### src/rtl/cpu_pkg.sv
// Shared types and default constants for the instruction fetch front end.
package cpu_pkg;

   localparam int          XLEN_DEF      = 32;
   localparam logic [31:0] HALT_WORD_DEF = 32'hFFFF_FFFF;

   typedef enum logic [1:0] {
      REQ,
      WAIT,
      HOLD,
      HALTED
   } fetch_state_t;

endpackage

### src/rtl/saturating_counter.sv
// Up-counter that sticks at all-ones instead of wrapping.
module saturating_counter #(
   parameter int WIDTH = 16
) (
   input  logic             clk_i,
   input  logic             rst_ni,
   input  logic             en_i,
   output logic [WIDTH-1:0] count_o
);

   logic [WIDTH-1:0] cnt_q;
   logic [WIDTH-1:0] cnt_d;

   always_comb begin
      cnt_d = cnt_q;
      if (en_i && (cnt_q != '1)) begin
         cnt_d = cnt_q + WIDTH'(1);
      end
   end

   always_ff @(posedge clk_i or negedge rst_ni) begin
      if (!rst_ni) begin
         cnt_q <= '0;
      end else begin
         cnt_q <= cnt_d;
      end
   end

   assign count_o = cnt_q;

endmodule

### src/rtl/fetch_unit.sv
// Instruction fetch: owns the PC, requests words over valid/ready and holds
// each returned instruction until decode consumes it; supports redirect and halt.
module fetch_unit
   import cpu_pkg::*;
#(
   parameter int              XLEN         = XLEN_DEF,
   parameter logic [XLEN-1:0] RESET_VECTOR = '0,
   parameter logic [XLEN-1:0] PC_STEP      = XLEN'(1),
   parameter logic [XLEN-1:0] HALT_WORD    = XLEN'(HALT_WORD_DEF),
   parameter int              CNT_W        = 16
) (
   input  logic             clock,
   input  logic             reset,
   output logic             imem_req_valid,
   input  logic             imem_req_ready,
   output logic [XLEN-1:0]  imem_addr,
   input  logic             imem_rsp_valid,
   input  logic [XLEN-1:0]  imem_rsp_data,
   input  logic             stall,
   input  logic             redirect_valid,
   input  logic [XLEN-1:0]  redirect_pc,
   output logic             instr_valid,
   output logic [XLEN-1:0]  instr,
   output logic [XLEN-1:0]  instr_pc,
   output logic             halted,
   output logic [CNT_W-1:0] instr_count
);

   fetch_state_t    state_q;
   logic [XLEN-1:0] pc_q;
   logic [XLEN-1:0] fetch_pc_q;
   logic [XLEN-1:0] instr_q;
   logic [XLEN-1:0] instr_pc_q;
   logic            squash_q;
   logic            req_valid_q;
   logic            instr_valid_q;
   logic            halted_q;

   logic            req_fire;
   logic            consume;

   assign req_fire = req_valid_q & imem_req_ready;
   // instr_valid_q is only ever set in HOLD for a non-halt word
   assign consume  = (state_q == HOLD) & instr_valid_q & ~stall & ~redirect_valid;

   always_ff @(posedge clock or negedge reset) begin
      if (!reset) begin
         state_q       <= REQ;
         pc_q          <= RESET_VECTOR;
         fetch_pc_q    <= '0;
         instr_q       <= '0;
         instr_pc_q    <= '0;
         squash_q      <= 1'b0;
         req_valid_q   <= 1'b0;
         instr_valid_q <= 1'b0;
         halted_q      <= 1'b0;
      end else begin
         case (state_q)
            REQ: begin
               if (req_fire) begin
                  fetch_pc_q  <= pc_q;
                  squash_q    <= redirect_valid;
                  req_valid_q <= 1'b0;
                  state_q     <= WAIT;
               end else begin
                  req_valid_q <= 1'b1;
               end
               if (redirect_valid) begin
                  pc_q <= redirect_pc;
               end
            end
            WAIT: begin
               if (imem_rsp_valid) begin
                  squash_q <= 1'b0;
                  if (squash_q || redirect_valid) begin
                     req_valid_q <= 1'b1;
                     state_q     <= REQ;
                  end else begin
                     instr_q       <= imem_rsp_data;
                     instr_pc_q    <= fetch_pc_q;
                     instr_valid_q <= (imem_rsp_data != HALT_WORD);
                     state_q       <= HOLD;
                  end
               end else if (redirect_valid) begin
                  squash_q <= 1'b1;
               end
               if (redirect_valid) begin
                  pc_q <= redirect_pc;
               end
            end
            HOLD: begin
               if (redirect_valid) begin
                  pc_q          <= redirect_pc;
                  instr_valid_q <= 1'b0;
                  req_valid_q   <= 1'b1;
                  state_q       <= REQ;
               end else if (instr_q == HALT_WORD) begin
                  halted_q <= 1'b1;
                  state_q  <= HALTED;
               end else if (!stall) begin
                  pc_q          <= instr_pc_q + PC_STEP;
                  instr_valid_q <= 1'b0;
                  req_valid_q   <= 1'b1;
                  state_q       <= REQ;
               end
            end
            HALTED: begin
               state_q <= HALTED;
            end
            default: begin
               state_q <= REQ;
            end
         endcase
      end
   end

   saturating_counter #(
      .WIDTH(CNT_W)
   ) u_instr_count (
      .clk_i  (clock),
      .rst_ni (reset),
      .en_i   (consume),
      .count_o(instr_count)
   );

   assign imem_req_valid = req_valid_q;
   assign imem_addr      = pc_q;
   assign instr_valid    = instr_valid_q;
   assign instr          = instr_q;
   assign instr_pc       = instr_pc_q;
   assign halted         = halted_q;

endmodule

### config.mk
export PLATFORM = sky130hd
export DESIGN_NAME = fetch_unit
export DESIGN_NICKNAME = d
export VERILOG_FILES = /design/src/rtl/cpu_pkg.sv /design/src/rtl/saturating_counter.sv /design/src/rtl/fetch_unit.sv
export SDC_FILE = /design/constraint.sdc
export NUM_CORES = 1
export LEC_CHECK = 0
export ABC_AREA = 1
export CAP_MARGIN = 0
export CORE_MARGIN = 2
export CORE_UTILIZATION = 25
export CTS_BUF_LIST = sky130_fd_sc_hd__clkbuf_8
export CTS_CLUSTER_SIZE = 30
export DETAILED_ROUTE_END_ITERATION = 8
export SETUP_SLACK_MARGIN = 0.2
export SLEW_MARGIN = 20
export SYNTH_ARGS = -nofsm -noshare
export SYNTH_HDL_FRONTEND = slang
export SYNTH_HIERARCHICAL = 1
export SYNTH_SLANG_ARGS = --single-unit
### constraint.sdc
create_clock -name clock -period 3.6 [get_ports clock]
set_input_delay 0.54 -clock clock [delete_from_list [all_inputs] [get_ports clock]]
set_output_delay 0.54 -clock clock [all_outputs]
set_load 0.02 [all_outputs]
==> metrics.txt, run 1 <==
switching share of total power 0.420; largest area contributor in the netlist dfrtp_1; worst slew pin tran 0.572 ns; Skew-Pair Late Insertion Delay 0.46 ns; # placed instances 1,536; TritonCTS clock tree built; Comb power frac 0.443; port buffer count 184; Flop pwr share 0.371; Crit-path slowest cell clkdlybuf4s50_1; P_sw 3440 uW; Synth Register Bits 150; syn nets 1,054; crit path kind in -> reg; P_int 4750 uW; hold_buf cts 0; Core Region 30,500 sq um; Worst Setup SP redirect_valid; reg2reg path depth 8; most numerous cell in the Yosys netlist nand2_1; Core Util, Final 0.343; critical-path cell list clkdlybuf4s50_1 > nor2_1 > nand3_4 > buf_12 > o21ai_0 > nand3_1 > nand2_1 > nand2_1; CTS resizes 0; RSZ-0062 raised after global routing no; Tmin final 2.22 ns; worst setup margin 1.38 ns; critical path's most frequent cell nand2_1; Leakage Power 0.00482 uW; WL/cell 15.1 microns; TNS Setup 0 ns; crit path launch type input pin; Die Y 180 microns; die area 32,300 sq um; pin count of the biggest net entering global routing 72; Crit Reg-Reg Endpoint instr_valid; global route total overflow 0; worst endpoint required time 3.94 ns; Post-synth EDFFs 0; Worst Setup End Kind flop; antenna-violating nets left 0; Max Root-Sink Buffers 2; Slew headroom 0.618; Residual DRC 0; Layout Skew 0.0200 ns; P per Cell Area 782 nW/um^2; Clk Tree Root Cell clkbuf_8; drt via density 4.38; first-pass GRT wire length 37,700 microns; Reg2Reg Launch Point state_q[1]; # IOs 185; H-tree lvl count 4; DRT iter0 DRCs 418; commonest cells in the netlist 355 x nand2_1, 150 x dfrtp_1, 108 x nor2_1, 73 x inv_1; Max stage delay on crit path 0.53 ns; initial antenna violation count 2; Initial DRT Pass Iterations 5; clk slew on worst S/H paths 0.09 ns; # setup viols final 0; fmax 451 MHz; sequential-to-total area share from yosys stat 0.486; Clock power frac 0.186; R2R setup slack 1.40 ns; fin crit share 0.616; Multi-input gate area 3540 sq um; CTS Buf Count 17; layout cells sized above 1 0.102; ranking of synthesized cells by area dfrtp_1 49%, nand2_1 17%, nor2_1 5.2%, mux2_2 5.0%, inv_1 3.5%; Cell variety after synth 32; FP Rows 64; Async S/R FF share, synth 1.00; Starting Density 0.253; Setup Buffers After CTS 0; Area growth, synth to finish 35.4%; Setup crit end instr_valid; vias in the first global route 6,684; Synth top area share 0.486; VDD IR max 0.320 mV; FILL cells 3,158; synthesized area per cell 7.91 sq um; outcome completed; Num Clock Sinks 150; WP buf/inv 2; total global-route track usage 0.147; yosys synthesis warning count 6; Vias 6,876; Cell Count, Final, Fillers Out 1,570; Hold Fails Final Rpt 0; DIE WIDTH 180 microns; Syn Inst Count 978; nets 1,235; Max FO, Critical Path 60; Routed Wire Length 23,700 microns; synthesized area 7730 sq um; Power Total 8190 uW; Seq. cell area 3750 sq um; Placer Congestion 0.857; Slew Limit Fails 0; WP depth 8; dominant synthesized flop cell dfrtp_1; max cap viols 0; CP top delay family simple AND/OR/NAND/NOR gates; Hold Crit Class in -> async; pre-CTS setup slack 0.925 ns; CP arrival 2.56 ns; Detailed Place HPWL 17,300 microns
[layout by cell type, fill, tap and decap left out, drive strengths merged]
cell type,n
xor2,5
nand4,21
nand2,365
nor4,2
mux2,34
clkinvlp,3
o21ai,63
ha,6
nand3,42
inv,82
dfrtp,150
buf,8
clkbuf,17
nor2,129
nor3,1
clkdlybuf4s50,183
clkinv,6
or2,6
a21oi,31
diode,2
nand3b,9
xnor2,4
a31oi,1
bufinv,4
[metal layers]
metal | vias up | GRT usage | wire (microns)
met3 | 27 | 0.0344 | 1140
met5 | - | 0 | 0
met2 | 161 | 0.234 | 11100
met4 | 0 | 0.0462 | 414
li1 | 3470 | - | -
met1 | 3218 | 0.198 | 11000
[worst min path at each step]
| stage | slack (ns) | endpoint | startpoint | depth (start not counted) |
|---|---|---|---|---|
| 2_1_floorplan | 0.24 | fetch_pc_q[0] | reset | 0 |
| 3_3_place_gp | 0.45 | fetch_pc_q[19] | fetch_pc_q[19] | 2 |
| 3_5_place_dp | 0.46 | fetch_pc_q[15] | fetch_pc_q[15] | 2 |
| 4_1_cts | 0.04 | fetch_pc_q[11] | reset | 1 |
| 5_1_grt | 0.05 | fetch_pc_q[11] | reset | 1 |
| 6_report | 0.04 | instr_pc[23] | reset | 1 |
[kinds of logic after synthesis]
logic type,share of synthesized area
simple gates,0.324
fa+ha+maj,0.00971
mux,0.0495
compound gates,0.0621
xor+xnor,0.0102
buf+inv,0.0589
flops,0.486
[sequential cells by signal, summed over array words and instances, names as in the netlist]
register,cells
squash_q,1
instr_valid,1
fetch_pc_q,32
imem_addr,32
imem_req_valid,1
instr,32
halted,1
state_q,2
u_instr_count/count_o,16
instr_pc,32
[area by class of cell]
type,instances,share of cell area
antenna,2,0.000478
clock buffer,17,0.0224
sequential,150,0.359
inverter,80,0.0287
tap,396,0.0473
multi-input combinational,719,0.338
timing repair buffer,191,0.184
clock inverter,15,0.0208
[power by group through the flow]
stage | sequential [uW] | clock, uW | combinational (uW)
3_3_place_gp | 3070 | 0 | 3610
4_1_cts | 3040 | 1560 | 3690
6_report | 3040 | 1520 | 3630
5_1_grt | 3160 | 1640 | 3990
3_5_place_dp | 3060 | 0 | 3670
2_1_floorplan | 3530 | 0 | 1460
[metrics by stage]
step | hold WS [ns] | instance area, sq um
finish | 0.0444 | 10500
global route | 0.0501 | 10500
CTS | 0.0354 | 10500
detailed placement | 0.456 | 10000
global placement | 0.453 | 10000
floorplan | 0.244 | 7730
(Power assumes the default switching activity.)
==> run 2, diff against run 1 <==
==> constraint.sdc (replaced) <==
create_clock -name clock -period 2.3 [get_ports clock]
set_input_delay 0.345 -clock clock [delete_from_list [all_inputs] [get_ports clock]]
set_output_delay 0.345 -clock clock [all_outputs]
set_load 0.02 [all_outputs]
==> metrics.txt, run 2 (synthesis results as in run 1) <==
outcome completed; crit path kind reg -> out; Setup Buffers After CTS 0 (unchanged); crit path launch type flop; initial antenna violation count 0 (-2); worst slew pin tran 0.462 ns (-0.110 ns); Max FO, Critical Path 6 (-90%); Skew-Pair Late Insertion Delay 0.46 ns (about the same); WL/cell 14.9 microns (-0.85%); TritonCTS clock tree built; # placed instances 1,545 (+0.59%); ANT cells 0 (-2); FP Rows 64 (unchanged); fmax 499 MHz; Core Region 30,500 sq um (unchanged); Num Clock Sinks 150 (unchanged); Leakage Power 0.00486 uW (+0.93%); Residual DRC 0 (unchanged); Initial DRT Pass Iterations 5 (unchanged); DIE WIDTH 180 microns (unchanged); # setup viols final 0 (unchanged); Routed Wire Length 23,600 microns (-0.41%); Worst Setup End Kind output pin; die area 32,300 sq um (unchanged); Max stage delay on crit path 0.68 ns (+0.15 ns); Crit-path slowest cell clkdlybuf4s50_1; Layout Skew 0.0145 ns (-0.00549 ns); P per Cell Area 1190 nW/um^2 (+52%); DRT iter0 DRCs 365 (-13%); max cap viols 0 (unchanged); most frequent cells in the layout 355 x nand2_1, 183 x clkdlybuf4s50_1, 149 x dfrtp_1, 107 x nor2_1, 77 x inv_1; CP arrival 1.66 ns (-0.90 ns); Placer Congestion 0.857 (about the same); fin crit share 0.871; layout cells sized above 1 0.106 (+0.00431); Cell Count, Final, Fillers Out 1,577 (+0.45%); CP top delay family buffers and inverters; Power Total 12,500 uW (+53%); CTS Buf Count 17 (unchanged); VDD IR max 0.408 mV (+28%); Tmin final 2.00 ns; # IOs 185 (unchanged); RSZ-0062 raised after global routing no; Die Y 180 microns (unchanged); Vias 6,947 (+1.0%); port buffer count 184 (unchanged); pin count of the biggest net entering global routing 61 (-15%); Detailed Place HPWL 17,900 microns (+3.3%); H-tree lvl count 4 (unchanged); antenna-violating nets left 0 (unchanged); Area growth, synth to finish 36.0%; Max Root-Sink Buffers 2 (unchanged); first-pass GRT wire length 38,100 microns (+1.0%); clk slew on worst S/H paths 0.08 ns (about the same); total global-route track usage 0.148 (+0.00120); vias in the first global route 6,923 (+3.6%); Starting Density 0.253 (unchanged); Slew Limit Fails 0 (unchanged); global route total overflow 0 (unchanged); WP buf/inv 1 (-1); Hold Fails Final Rpt 0 (unchanged); commonest non-fill, non-tap cell in the layout nand2_1; drt via density 4.41 (+0.58%); worst endpoint required time 1.96 ns (-1.98 ns); Clk Tree Root Cell clkbuf_8; Slew headroom 0.692 (+0.0739); critical-path cell list clkdlybuf4s50_1; nets 1,245 (+0.81%); Hold Crit Class in -> async; TNS Setup 0 ns (unchanged)
run 2: final timing paths:
kind / start / endpoint / slack, ns / depth (start not counted)
max reg2reg: state_q[0] / imem_addr[27] / 0.45 / 11
max in group asynchronous: reset / u_instr_count/count_o[2] / 1.26 / 3
max: instr_pc[15] / instr_pc[15] / 0.30 / 1
min: reset / imem_addr[25] / 0.41 / 2
min in group clock: imem_rsp_data[4] / instr[4] / 0.47 / 3
min reg2reg: fetch_pc_q[15] / fetch_pc_q[15] / 0.48 / 2
run 2: per-stage QoR:
| step | hold slack [ns] | utilization | setup slack [ns] | area, sq um |
|---|---|---|---|---|
| 6_report | 0.413 | 0.345 | 0.296 | 10500 |
| 5_1_grt | 0.432 | 0.345 | 0.220 | 10500 |
| 4_1_cts | 0.417 | 0.345 | 0.274 | 10500 |
| 3_5_place_dp | 0.322 | 0.332 | 0.276 | 10100 |
| 3_3_place_gp | 0.313 | 0.332 | 0.332 | 10100 |
| 2_1_floorplan | 0.0494 | - | 0.227 | 7750 |
run 2: final cells by class:
type                       instances  area [sq um]
tap                              396           495
fill                            3169         20000
inverter                          80           300
clock inverter                    13           119
timing repair buffer             201          2050
clock buffer                      18           248
multi-input combinational        719          3550
sequential                       150          3750
run 2: power breakdown:
group          switching [uW]  total, uW  internal [uW]
Clock                    1020       1980            963
Sequential               1020       4760           3730
Combinational            3230       5800           2560
Total                    5270      12500           7260
run 2: metal layers:
layer	track usage	wire length (microns)	vias up
met1	0.202	11300	3278
met2	0.233	10700	153
met5	0	0	-
li1	-	-	3495
met3	0.0383	1260	21
met4	0.0400	328	0
run 2: timing repair:
action,4_1_cts,5_1_grt
endpoints found under the hold margin,40,0
setup endpoints to repair,0,1
gates resized for setup,0,1
hold buffers,1,0
==> run 3, diff against run 2 <==
--- a/config.mk
+++ b/config.mk
@@ -12,7 +12,6 @@
 export CTS_BUF_LIST = sky130_fd_sc_hd__clkbuf_8
 export CTS_CLUSTER_SIZE = 30
 export DETAILED_ROUTE_END_ITERATION = 8
-export SETUP_SLACK_MARGIN = 0.2
 export SLEW_MARGIN = 20
 export SYNTH_ARGS = -nofsm -noshare
 export SYNTH_HDL_FRONTEND = slang
==> metrics.txt, run 3 (synthesis results as in run 1) <==
drt via density 4.44 (+0.84%); initial antenna violation count 2 (+2); CTS Buf Count 17 (unchanged); Core Region 30,500 sq um (unchanged); clk slew on worst S/H paths 0.09 ns (about the same); antenna-violating nets left 0 (unchanged); WP depth 14 (+13); Slew Limit Fails 0 (unchanged); first-pass GRT wire length 38,600 microns (+1.1%); Tmin final 1.99 ns (-0.0115 ns); crit path launch type flop; outcome completed; fmax 502 MHz (+0.58%); post-route cell area 10,600 sq um (+0.94%); pin count of the biggest net entering global routing 59 (-3.3%); crit path kind reg -> reg; reg2reg path depth 14 (+3); Crit-path slowest cell dfrtp_1; Detailed Place HPWL 18,000 microns (+0.80%); nets 1,245 (unchanged); # setup viols final 0 (unchanged); layout cells sized above 1 0.108 (+0.00245); DRT iter0 DRCs 394 (+7.9%); # IOs 185 (unchanged); VDD IR max 0.561 mV (+37%); Setup Buffers After CTS 0 (unchanged); Placer Congestion 0.870 (+1.5%); Max Root-Sink Buffers 2 (unchanged); Skew-Pair Late Insertion Delay 0.46 ns (about the same); Leakage Power 0.00490 uW (+0.76%); Worst Setup End Kind flop; fin crit share 0.866 (-0.00501); Die Y 180 microns (unchanged); WL/cell 15.2 microns (+1.5%); RSZ-0062 raised after global routing no; CTS resizes 0 (unchanged); Hold Crit Class in -> async; P per Cell Area 1220 nW/um^2 (+2.7%); FILL cells 3,157 (-0.38%); H-tree lvl count 4 (unchanged); total global-route track usage 0.151 (+0.00247); worst setup margin 0.307 ns (+0.0115 ns); vias in the first global route 6,930 (+0.10%); Num Clock Sinks 150 (unchanged); Clk Tree Root Cell clkbuf_8; FP Rows 64 (unchanged); hold_buf cts 1 (unchanged); die area 32,300 sq um (unchanged); Max FO, Critical Path 5 (-1); worst endpoint required time 2.64 ns (+0.68 ns); TritonCTS clock tree built; Max stage delay on crit path 0.44 ns (-0.24 ns); pre-CTS setup slack 0.164 ns (-0.112 ns); DIE WIDTH 180 microns (unchanged); WP buf/inv 4 (+3); CP top delay family simple AND/OR/NAND/NOR gates; TNS Setup 0 ns (unchanged); Starting Density 0.253 (unchanged); global route total overflow 0 (unchanged); Initial DRT Pass Iterations 7 (+2); worst slew pin tran 0.515 ns (+0.0528 ns); most frequent cells in the layout 355 x nand2_1, 183 x clkdlybuf4s50_1, 150 x dfrtp_1, 108 x nor2_1, 73 x inv_1; max cap viols 0 (unchanged); CP arrival 2.33 ns (+0.67 ns); Layout Skew 0.0222 ns (+0.00773 ns); Hold Fails Final Rpt 0 (unchanged); Slew headroom 0.657 (-0.0352); critical-path cell list inv_1 > ha_1 > inv_1 > nor2_4 > nand2_1 > nor2_1 > buf_4 > nand2_1 > inv_1 > nand3_1 > nor2_4 > nand2_1 > nand2_1 > nand2_1; Area growth, synth to finish 37.3%; commonest non-fill, non-tap cell in the layout nand2_1; area post-placement 10,100 sq um (about the same); Routed Wire Length 24,000 microns (+1.7%); port buffer count 184 (unchanged); Vias 7,019 (+1.0%); Residual DRC 0 (unchanged); critical path's most frequent cell nand2_1
[run 3: through the flow]
| stage | power [uW] | hold slack, ns | instances | utilization |
|---|---|---|---|---|
| final | 13000 | 0.406 | 1580 | 0.348 |
| after global routing | 13900 | 0.417 | 1579 | 0.348 |
| after CTS | 13100 | 0.399 | 1578 | 0.348 |
| after detailed placement | 10700 | 0.340 | 1545 | 0.332 |
| after global placement | 10600 | 0.337 | 1545 | 0.332 |
| after floorplan | 7810 | 0.0494 | 978 | - |
[run 3: per-layer routing]
metal  up-vias  share of wire  track usage
met4         2          0.025       0.0540
met5         -        0.00054            0
li1       3501              -            -
met3        34          0.054       0.0363
met2       198           0.46        0.243
met1      3284           0.46        0.198
[run 3: layout make-up]
cell class / count / area [sq um] / share of cell area
sequential: 150 / 3750 / 0.354
timing repair buffer: 201 / 2050 / 0.193
inverter: 80 / 300 / 0.0283
multi-input combinational: 719 / 3540 / 0.334
antenna: 2 / 5.00 / 0.000472
tap: 396 / 495 / 0.0467
clock buffer: 18 / 248 / 0.0233
clock inverter: 14 / 221 / 0.0209
[run 3: final timing paths]
check	startpoint	end	slack (ns)
worst max register to register	state_q[0]	u_instr_count/count_o[14]	0.31
worst min register to register	halted	halted	0.47
min in group clock	halted	halted	0.47
max in group asynchronous	reset	instr[2]	1.16
worst min-delay path	reset	fetch_pc_q[20]	0.41
worst max-delay path	state_q[0]	u_instr_count/count_o[14]	0.31
[run 3: worst reg2reg max path, stage by stage, from the launching register on]
cell	delay [ns]
dfrtp_1	0.44
inv_1	0.10
ha_1	0.17
inv_1	0.08
nor2_4	0.15
nand2_1	0.07
nor2_1	0.10
buf_4	0.14
nand2_1	0.07
inv_1	0.08
nand3_1	0.16
nor2_4	0.16
nand2_1	0.06
nand2_1	0.06
nand2_1	0.04
[run 3: where the power goes]
group / leakage (uW) / internal, uW / switching (uW)
Sequential: 0.00184 / 3730 / 1040
Combinational: 0.00283 / 2570 / 3220
Clock: 0.000232 / 1330 / 1100
